<file path="src/rtl/mem_port_arbiter_pkg.sv">
// Shared types for the I/D main-memory port arbiter: FSM states, grant
// identities and the owner codes reported to stall/debug logic.
package mem_arb_pkg;

  typedef enum logic [1:0] {
    IDLE  = 2'd0,
    OWN_I = 2'd1,
    OWN_D = 2'd2,
    TURN  = 2'd3
  } arb_state_e;

  typedef enum logic {
    GRANT_I = 1'b0,
    GRANT_D = 1'b1
  } grant_e;

  localparam logic [1:0] OWNER_NONE = 2'b00;
  localparam logic [1:0] OWNER_I    = 2'b01;
  localparam logic [1:0] OWNER_D    = 2'b10;

  function automatic logic [1:0] owner_of(arb_state_e s);
    logic [1:0] code;
    code = OWNER_NONE;
    case (s)
      OWN_I:   code = OWNER_I;
      OWN_D:   code = OWNER_D;
      default: code = OWNER_NONE;
    endcase
    return code;
  endfunction

endpackage

</file>
<file path="src/rtl/mem_port_arbiter_if.sv">
// Bundle of the two cache miss-service ports, the memory port and the
// arbiter status outputs; slave is the arbiter side, master the environment.
interface mem_port_arbiter_if #(
  parameter int AW = 32,
  parameter int DW = 32
);

  logic          i_req;
  logic [AW-1:0] i_addr;
  logic          i_we;
  logic [DW-1:0] i_wd;
  logic          i_ready;
  logic [DW-1:0] i_rd;

  logic          d_req;
  logic [AW-1:0] d_addr;
  logic          d_we;
  logic [DW-1:0] d_wd;
  logic          d_ready;
  logic [DW-1:0] d_rd;

  logic          mreq;
  logic [AW-1:0] maddr;
  logic          mwe;
  logic [DW-1:0] mwd;
  logic          mready;
  logic [DW-1:0] mrd;

  logic [1:0]    owner;
  logic          err;

  modport slave (
    input  i_req, i_addr, i_we, i_wd,
    input  d_req, d_addr, d_we, d_wd,
    input  mready, mrd,
    output i_ready, i_rd, d_ready, d_rd,
    output mreq, maddr, mwe, mwd,
    output owner, err
  );

  modport master (
    output i_req, i_addr, i_we, i_wd,
    output d_req, d_addr, d_we, d_wd,
    output mready, mrd,
    input  i_ready, i_rd, d_ready, d_rd,
    input  mreq, maddr, mwe, mwd,
    input  owner, err
  );

endinterface

</file>
<file path="src/rtl/mem_port_arbiter_pick2.sv">
// Two-way round-robin pick: a lone requester wins, a tie goes to the port
// that did not hold the previous grant.
module arb_pick2
  import mem_arb_pkg::*;
(
  input  logic   req_i,
  input  logic   req_d,
  input  grant_e last_grant,
  output logic   grant_d,
  output logic   any
);

  assign any     = req_i | req_d;
  assign grant_d = req_d & (~req_i | (last_grant == GRANT_I));

endmodule

</file>
<file path="src/rtl/mem_port_arbiter.sv">
// Main-memory port arbiter: grants the port to the I or D cache for a whole
// miss service, inserts one dead cycle between grants, flags protocol errors.
module mem_port_arbiter
  import mem_arb_pkg::*;
#(
  parameter int AW         = 32,
  parameter int DW         = 32,
  parameter int LINE_WORDS = 4,
  parameter int FIRST_D    = 1
) (
  input logic               clk,
  input logic               reset,
  mem_port_arbiter_if.slave bus
);

  localparam int MAX_BEATS = 2 * LINE_WORDS;
  localparam int BW        = $clog2(MAX_BEATS + 1);
  localparam logic [BW-1:0] MAX_BEATS_W = BW'(MAX_BEATS);
  localparam grant_e LAST_RESET = (FIRST_D != 0) ? GRANT_I : GRANT_D;

  arb_state_e    state_reg, state_next;
  grant_e        last_reg, last_next;
  logic [BW-1:0] beats_reg, beats_next;
  logic          err_reg, err_next;

  // Port-indexed views: index 0 is the I-cache, index 1 the D-cache.
  logic [1:0]    port_req;
  logic [AW-1:0] port_addr [2];
  logic [1:0]    port_we;
  logic [DW-1:0] port_wd   [2];
  logic [1:0]    port_own;
  logic [1:0]    port_ready;
  logic [DW-1:0] port_rd   [2];

  logic          has_owner;
  logic          own_idx;
  logic          own_req;
  logic          pick_d;
  logic          pick_any;

  assign port_req     = {bus.d_req, bus.i_req};
  assign port_we      = {bus.d_we, bus.i_we};
  assign port_addr[0] = bus.i_addr;
  assign port_addr[1] = bus.d_addr;
  assign port_wd[0]   = bus.i_wd;
  assign port_wd[1]   = bus.d_wd;

  assign port_own  = {state_reg == OWN_D, state_reg == OWN_I};
  assign has_owner = |port_own;
  assign own_idx   = port_own[1];
  assign own_req   = port_req[own_idx];

  // Only the owning port sees memory responses; the other reads zero.
  for (genvar gi = 0; gi < 2; gi++) begin : g_port
    assign port_ready[gi] = port_own[gi] & bus.mready;
    assign port_rd[gi]    = port_own[gi] ? bus.mrd : '0;
  end

  assign bus.i_ready = port_ready[0];
  assign bus.d_ready = port_ready[1];
  assign bus.i_rd    = port_rd[0];
  assign bus.d_rd    = port_rd[1];

  assign bus.mreq  = has_owner & own_req;
  assign bus.maddr = has_owner ? port_addr[own_idx] : '0;
  assign bus.mwe   = has_owner & port_we[own_idx];
  assign bus.mwd   = has_owner ? port_wd[own_idx] : '0;

  assign bus.owner = owner_of(state_reg);
  assign bus.err   = err_reg;

  arb_pick2 u_pick (
    .req_i      (bus.i_req),
    .req_d      (bus.d_req),
    .last_grant (last_reg),
    .grant_d    (pick_d),
    .any        (pick_any)
  );

  always_comb begin
    state_next = state_reg;
    last_next  = last_reg;
    beats_next = beats_reg;
    err_next   = err_reg;
    case (state_reg)
      IDLE, TURN: begin
        // A beat with nobody granted is a memory-side protocol violation.
        if (bus.mready) begin
          err_next = 1'b1;
        end
        if (pick_any) begin
          state_next = pick_d ? OWN_D : OWN_I;
        end else begin
          state_next = IDLE;
        end
      end
      OWN_I, OWN_D: begin
        if (bus.mready) begin
          if (beats_reg == MAX_BEATS_W) begin
            err_next = 1'b1;
          end else begin
            beats_next = beats_reg + 1'b1;
          end
        end
        // A beat finishing in the same cycle as the drop delays release by one.
        if (!own_req && !bus.mready) begin
          state_next = TURN;
          last_next  = grant_e'(own_idx);
          beats_next = '0;
        end
      end
      default: state_next = IDLE;
    endcase
  end

  always_ff @(posedge clk) begin
    if (reset) begin
      state_reg <= IDLE;
      last_reg  <= LAST_RESET;
      beats_reg <= '0;
      err_reg   <= 1'b0;
    end else begin
      state_reg <= state_next;
      last_reg  <= last_next;
      beats_reg <= beats_next;
      err_reg   <= err_next;
    end
  end

endmodule
</file>
<file path="src/flat_wrapper.sv">
// flat-port wrapper written by rule: the top's interface ports become plain ports
module mem_port_arbiter_flat import mem_arb_pkg::*;
#(
  parameter int AW         = 32,
  parameter int DW         = 32,
  parameter int LINE_WORDS = 4,
  parameter int FIRST_D    = 1
)
  (clk, reset, bus_i_req, bus_i_addr, bus_i_we, bus_i_wd, bus_d_req, bus_d_addr, bus_d_we, bus_d_wd, bus_mready, bus_mrd, bus_i_ready, bus_i_rd, bus_d_ready, bus_d_rd, bus_mreq, bus_maddr, bus_mwe, bus_mwd, bus_owner, bus_err);
  mem_port_arbiter_if #(.AW(AW), .DW(DW)) bus_i ();
  input logic clk;
  input logic reset;
  input wire logic [$bits(bus_i.i_req)-1:0] bus_i_req;
  input wire logic [$bits(bus_i.i_addr)-1:0] bus_i_addr;
  input wire logic [$bits(bus_i.i_we)-1:0] bus_i_we;
  input wire logic [$bits(bus_i.i_wd)-1:0] bus_i_wd;
  input wire logic [$bits(bus_i.d_req)-1:0] bus_d_req;
  input wire logic [$bits(bus_i.d_addr)-1:0] bus_d_addr;
  input wire logic [$bits(bus_i.d_we)-1:0] bus_d_we;
  input wire logic [$bits(bus_i.d_wd)-1:0] bus_d_wd;
  input wire logic [$bits(bus_i.mready)-1:0] bus_mready;
  input wire logic [$bits(bus_i.mrd)-1:0] bus_mrd;
  output wire logic [$bits(bus_i.i_ready)-1:0] bus_i_ready;
  output wire logic [$bits(bus_i.i_rd)-1:0] bus_i_rd;
  output wire logic [$bits(bus_i.d_ready)-1:0] bus_d_ready;
  output wire logic [$bits(bus_i.d_rd)-1:0] bus_d_rd;
  output wire logic [$bits(bus_i.mreq)-1:0] bus_mreq;
  output wire logic [$bits(bus_i.maddr)-1:0] bus_maddr;
  output wire logic [$bits(bus_i.mwe)-1:0] bus_mwe;
  output wire logic [$bits(bus_i.mwd)-1:0] bus_mwd;
  output wire logic [$bits(bus_i.owner)-1:0] bus_owner;
  output wire logic [$bits(bus_i.err)-1:0] bus_err;
  assign bus_i.i_req = bus_i_req;
  assign bus_i.i_addr = bus_i_addr;
  assign bus_i.i_we = bus_i_we;
  assign bus_i.i_wd = bus_i_wd;
  assign bus_i.d_req = bus_d_req;
  assign bus_i.d_addr = bus_d_addr;
  assign bus_i.d_we = bus_d_we;
  assign bus_i.d_wd = bus_d_wd;
  assign bus_i.mready = bus_mready;
  assign bus_i.mrd = bus_mrd;
  assign bus_i_ready = bus_i.i_ready;
  assign bus_i_rd = bus_i.i_rd;
  assign bus_d_ready = bus_i.d_ready;
  assign bus_d_rd = bus_i.d_rd;
  assign bus_mreq = bus_i.mreq;
  assign bus_maddr = bus_i.maddr;
  assign bus_mwe = bus_i.mwe;
  assign bus_mwd = bus_i.mwd;
  assign bus_owner = bus_i.owner;
  assign bus_err = bus_i.err;
  mem_port_arbiter #(.AW(AW), .DW(DW), .LINE_WORDS(LINE_WORDS), .FIRST_D(FIRST_D)) u_core (.clk(clk), .reset(reset), .bus(bus_i));
endmodule
</file>
<file path="config.mk">
export PLATFORM = sky130hd
export DESIGN_NAME = mem_port_arbiter_flat
export DESIGN_NICKNAME = d
export VERILOG_FILES = /design/src/rtl/mem_port_arbiter_pkg.sv /design/src/rtl/mem_port_arbiter_if.sv /design/src/rtl/mem_port_arbiter_pick2.sv /design/src/rtl/mem_port_arbiter.sv /design/src/flat_wrapper.sv
export SDC_FILE = /design/constraint.sdc
export NUM_CORES = 1
export LEC_CHECK = 0
export BUFFER_PORTS_ARGS = -buffer_cell sky130_fd_sc_hd__buf_4
export CAP_MARGIN = 0
export CORE_AREA = 2 2 118 120
export DETAILED_ROUTE_END_ITERATION = 16
export DIE_AREA = 0 0 120 122
export PLACE_DENSITY = 0.51
export SLEW_MARGIN = 20
export SYNTH_ARGS = -nofsm -noshare
export SYNTH_HDL_FRONTEND = slang
export SYNTH_SLANG_ARGS = --single-unit
</file>
<file path="constraint.sdc">
create_clock -name clk -period 2 [get_ports clk]
set_clock_uncertainty 0.1 [all_clocks]
set_input_delay 0.4 -clock clk [delete_from_list [all_inputs] [get_ports clk]]
set_output_delay 0.4 -clock clk [all_outputs]
set_load 0.01 [all_outputs]
</file>
==> impl_summary.txt <==
----------------------------------------------------
[Synthesis]
  Share of synthesized area occupied by flip-flops and latches ... 0.08301
  Number of nets in the synthesized netlist ... 451
  Count of unique library cells instantiated by Yosys ... 28
  Number of register bits inferred by synthesis ... 8
  Number of instances in the synthesized netlist ... 279
  Cell Area, Synth ... 0.001929 sq mm
  Synth warn ... 0
  Average cell area after synthesis ... 6.915 sq um

[Timing]
  Final worst path period need ... 2.130 ns
  Final critical-path share of the clock period ... 1.065
  Final setup fails ... 66
  Max Clock Freq ... 0.4695 GHz
  Final Hold Violating Endpoints ... 0
  Relative slew slack ... 0.8183
  Minimum setup slack in the final design ... -0.1301 ns
  RSZ-0062 raised after global routing ... true
  Slew at the pin closest to its max-slew limit ... 0.2726 ns
  TNS Setup ... -2.498 ns
  Min Hold Slack ... 0.3129 ns
  Number of pins exceeding their max-slew limit in the final report ... 0

[Setup path]
  Biggest cell delay along the critical path ... 0.31 ns
  Required time at the worst-slack endpoint ... 1.50 ns
  Gate family responsible for the most delay along the worst path ... buffers and inverters
  CP max FO ... 5
  Kind of launch point of the worst setup path ... flop
  CP endpoint kind ... output pin
  CP startpoint ... u_core.state_reg[0]
  Critical path cell sequence ... inv_2, ha_4, buf_12, buf_8, buf_16, mux2i_1, nor2_1, buf_4
  Slack of the worst reg-to-reg path ... 0.19 ns
  WP data arrival ... 1.63 ns
  Worst reg2reg startpoint ... u_core.state_reg[0]
  Sum of buffers and inverters on the critical path ... 5
  Crit-path slowest cell ... dfxtp_2
  WS Path Type ... flop to output pin

[Routing]
  Wire length per cell after detailed routing ... 15.28 um
  Initial DRC Count ... 66
  First drt pass iteration count ... 7
  Via count of the routed design ... 3113
  Via count normalized by instance count ... 4.032
  # DRC ... 0
  Final antenna-violating net count ... 0
  Total wire length after detailed routing ... 11800 um

[Clock network]
  Count of H-tree levels built during CTS ... 1
  CTS tree ... yes
  Inserted Clock Buffers ... 3
  Buffer levels on the longest clock path ... 2
  TritonCTS sink count ... 8
  Clock Pin Slew Worst Setup and Hold Paths ... 0.04 ns
  Clock latency reported for the late side of the worst-skew pair ... 0.24 ns
  Master cell of the clock root buffer ... clkbuf_16
  Hold bufs inserted after CTS ... 0

[Layout]
  NumNets Final ... 766
  Max FFs per register ... 4
  Post-route cell area ... 0.005081 sq mm
  Diodes inserted ... 0
  Layout cells sized above 1 ... 0.6318
  Share of the core filled with cells ... 0.3763
  Area Growth Syn to Fin ... 163.4%
  Filler-free cell count of the finished design ... 772

[Global routing]
  First-pass GRT wire length ... 15530 um
  Antenna violations before repair ... 0
  Tot GR Track Use ... 0.1333
  Via count of the first global-routing pass ... 2941
  Global route overflow ... 0
  Maximum number of pins on one net before global-route repair ... 53

[Power]
  Peak supply drop ... 631.0 uV
  Power Dens Cells ... 1456 mW/mm^2
  LEAKAGE ... 2.573 nW

[Die]
  Horizontal die dimension ... 120 um
  Std-Cell Core Area ... 0.01350 sq mm
  Vertical die dimension ... 122 um
  Die area ... 0.01464 sq mm
  Initial Util ... 0.1429
  Placement row count ... 43
  I/O pin cnt ... 302

[Place]
  Detail Placement HPWL ... 9122 um
  Total placed instance area ... 0.004427 sq mm
  I/O Buffers ... 301
  Post-Place Cells ... 745
  Routability congestion estimate from global placement ... 0.7474

[Job]
  Max-cap violations ... 0

[Outcome]
  Violated checks ... setup timing
  Status ... finished, violations left

[Min path]
  Class of the tightest hold or removal check ... input port to flop
  Worst Hold Launch ... reset

----------------------------------------------------
-- layout make-up --
cell class | count | area, sq um
flip-flops and latches | 8 | 162.7
repair buffers | 334 | 2804
fillers | 1401 | 8423
clock buffers | 3 | 75.07
multi-input cells | 241 | 1789
inverters | 6 | 25.02
well taps | 180 | 225.2
-- worst register-to-register path, delay by kind of cell (launching register included) --
family / cells / cell delay, ns
fa+ha+maj: 1 / 0.17
buf+inv: 3 / 0.29
simple gates: 1 / 0.25
mux: 1 / 0.33
compound gates: 1 / 0.24
flops: 1 / 0.32
-- stage by stage --
stage | setup slack [ns] | power [mW]
floorplan | 0.09994 | 2.958
global placement | 0.09513 | 5.733
detailed placement | 0.02268 | 5.783
CTS | -0.08445 | 6.723
global route | -0.1594 | 7.876
finish | -0.1301 | 7.398
-- power breakdown --
| group | internal, mW | switching, mW | total, mW |
|---|---|---|---|
| clock | 0.259 | 0.0923 | 0.351 |
| combinational | 3.72 | 3.09 | 6.81 |
| sequential | 0.206 | 0.0340 | 0.240 |
-- worst paths after layout --
path,depth (start not counted),end
worst max-delay path,8,bus_mwd[14]
worst min-delay path,2,u_core.state_reg[0]
worst max register to register,7,u_core.state_reg[1]
worst min register to register,2,u_core.bus.err
-- routing by layer --
metal  track usage  up-vias  wire length [um]
met5             0        -                 0
li1              -     1541                 -
met1        0.1476     1388              4417
met3       0.02528        5               943
met4       0.01985        0                58
met2        0.2656      179              6378
-- placed cells by master, fill, tap and decap left out, types with 4 or more instances in the layout --
master / netlist / routed
o21ai_0: 4 / 4
a21oi_1: 4 / 4
buf_4: 2 / 308
clkbuf_16: 0 / 7
inv_1: 6 / 4
buf_6: 1 / 7
buf_16: 0 / 5
and2_4: 0 / 4
and2_1: 66 / 62
mux2i_4: 0 / 4
buf_8: 0 / 5
buf_12: 0 / 5
mux2i_2: 0 / 16
mux2i_1: 66 / 46
dfxtp_1: 8 / 6
nor2_1: 69 / 66
-- kinds of logic after synthesis --
family                   after synthesis  share of synthesized area
AND/OR/NAND/NOR                      151                     0.3975
multiplexers                          67                     0.3502
buffers and inverters                 30                    0.07263
AO/OA/AOI/OAI                         17                    0.05966
flip-flops                             8                    0.08301
adder cells (fa/ha/maj)                5                    0.03243
XOR/XNOR                               1                   0.004540
-- synthesized netlist by cell type (all sizes together) --
cell	n	area (sq um)
a211oi	2	15.01
a21boi	1	7.510
a21oi	4	20.02
a221oi	1	15.01
and2	66	412.9
and3b	1	8.760
buf	13	76.32
clkbuf	11	41.29
dfxtp	8	160.2
ha	5	62.56
inv	6	22.52
mux2	1	15.01
mux2i	66	660.6
nand2	3	11.26
nand2b	2	12.51
nand3	2	10.01
nand3b	2	15.01
nor2	69	259.0
nor2b	4	25.02
o21ai	4	20.02
o21bai	1	7.510
o22ai	2	12.51
o32ai	2	17.52
or2	2	12.52
xor2	1	8.760
-- timing repair --
action,CTS,global route
endpoints found under the setup margin,100,67
resized for setup,15,48
pin swaps,2,7
gates cloned,3,5
buffers inserted,9,9
hold endpoints to repair,0,0
Power figures use the tool's default switching activity.
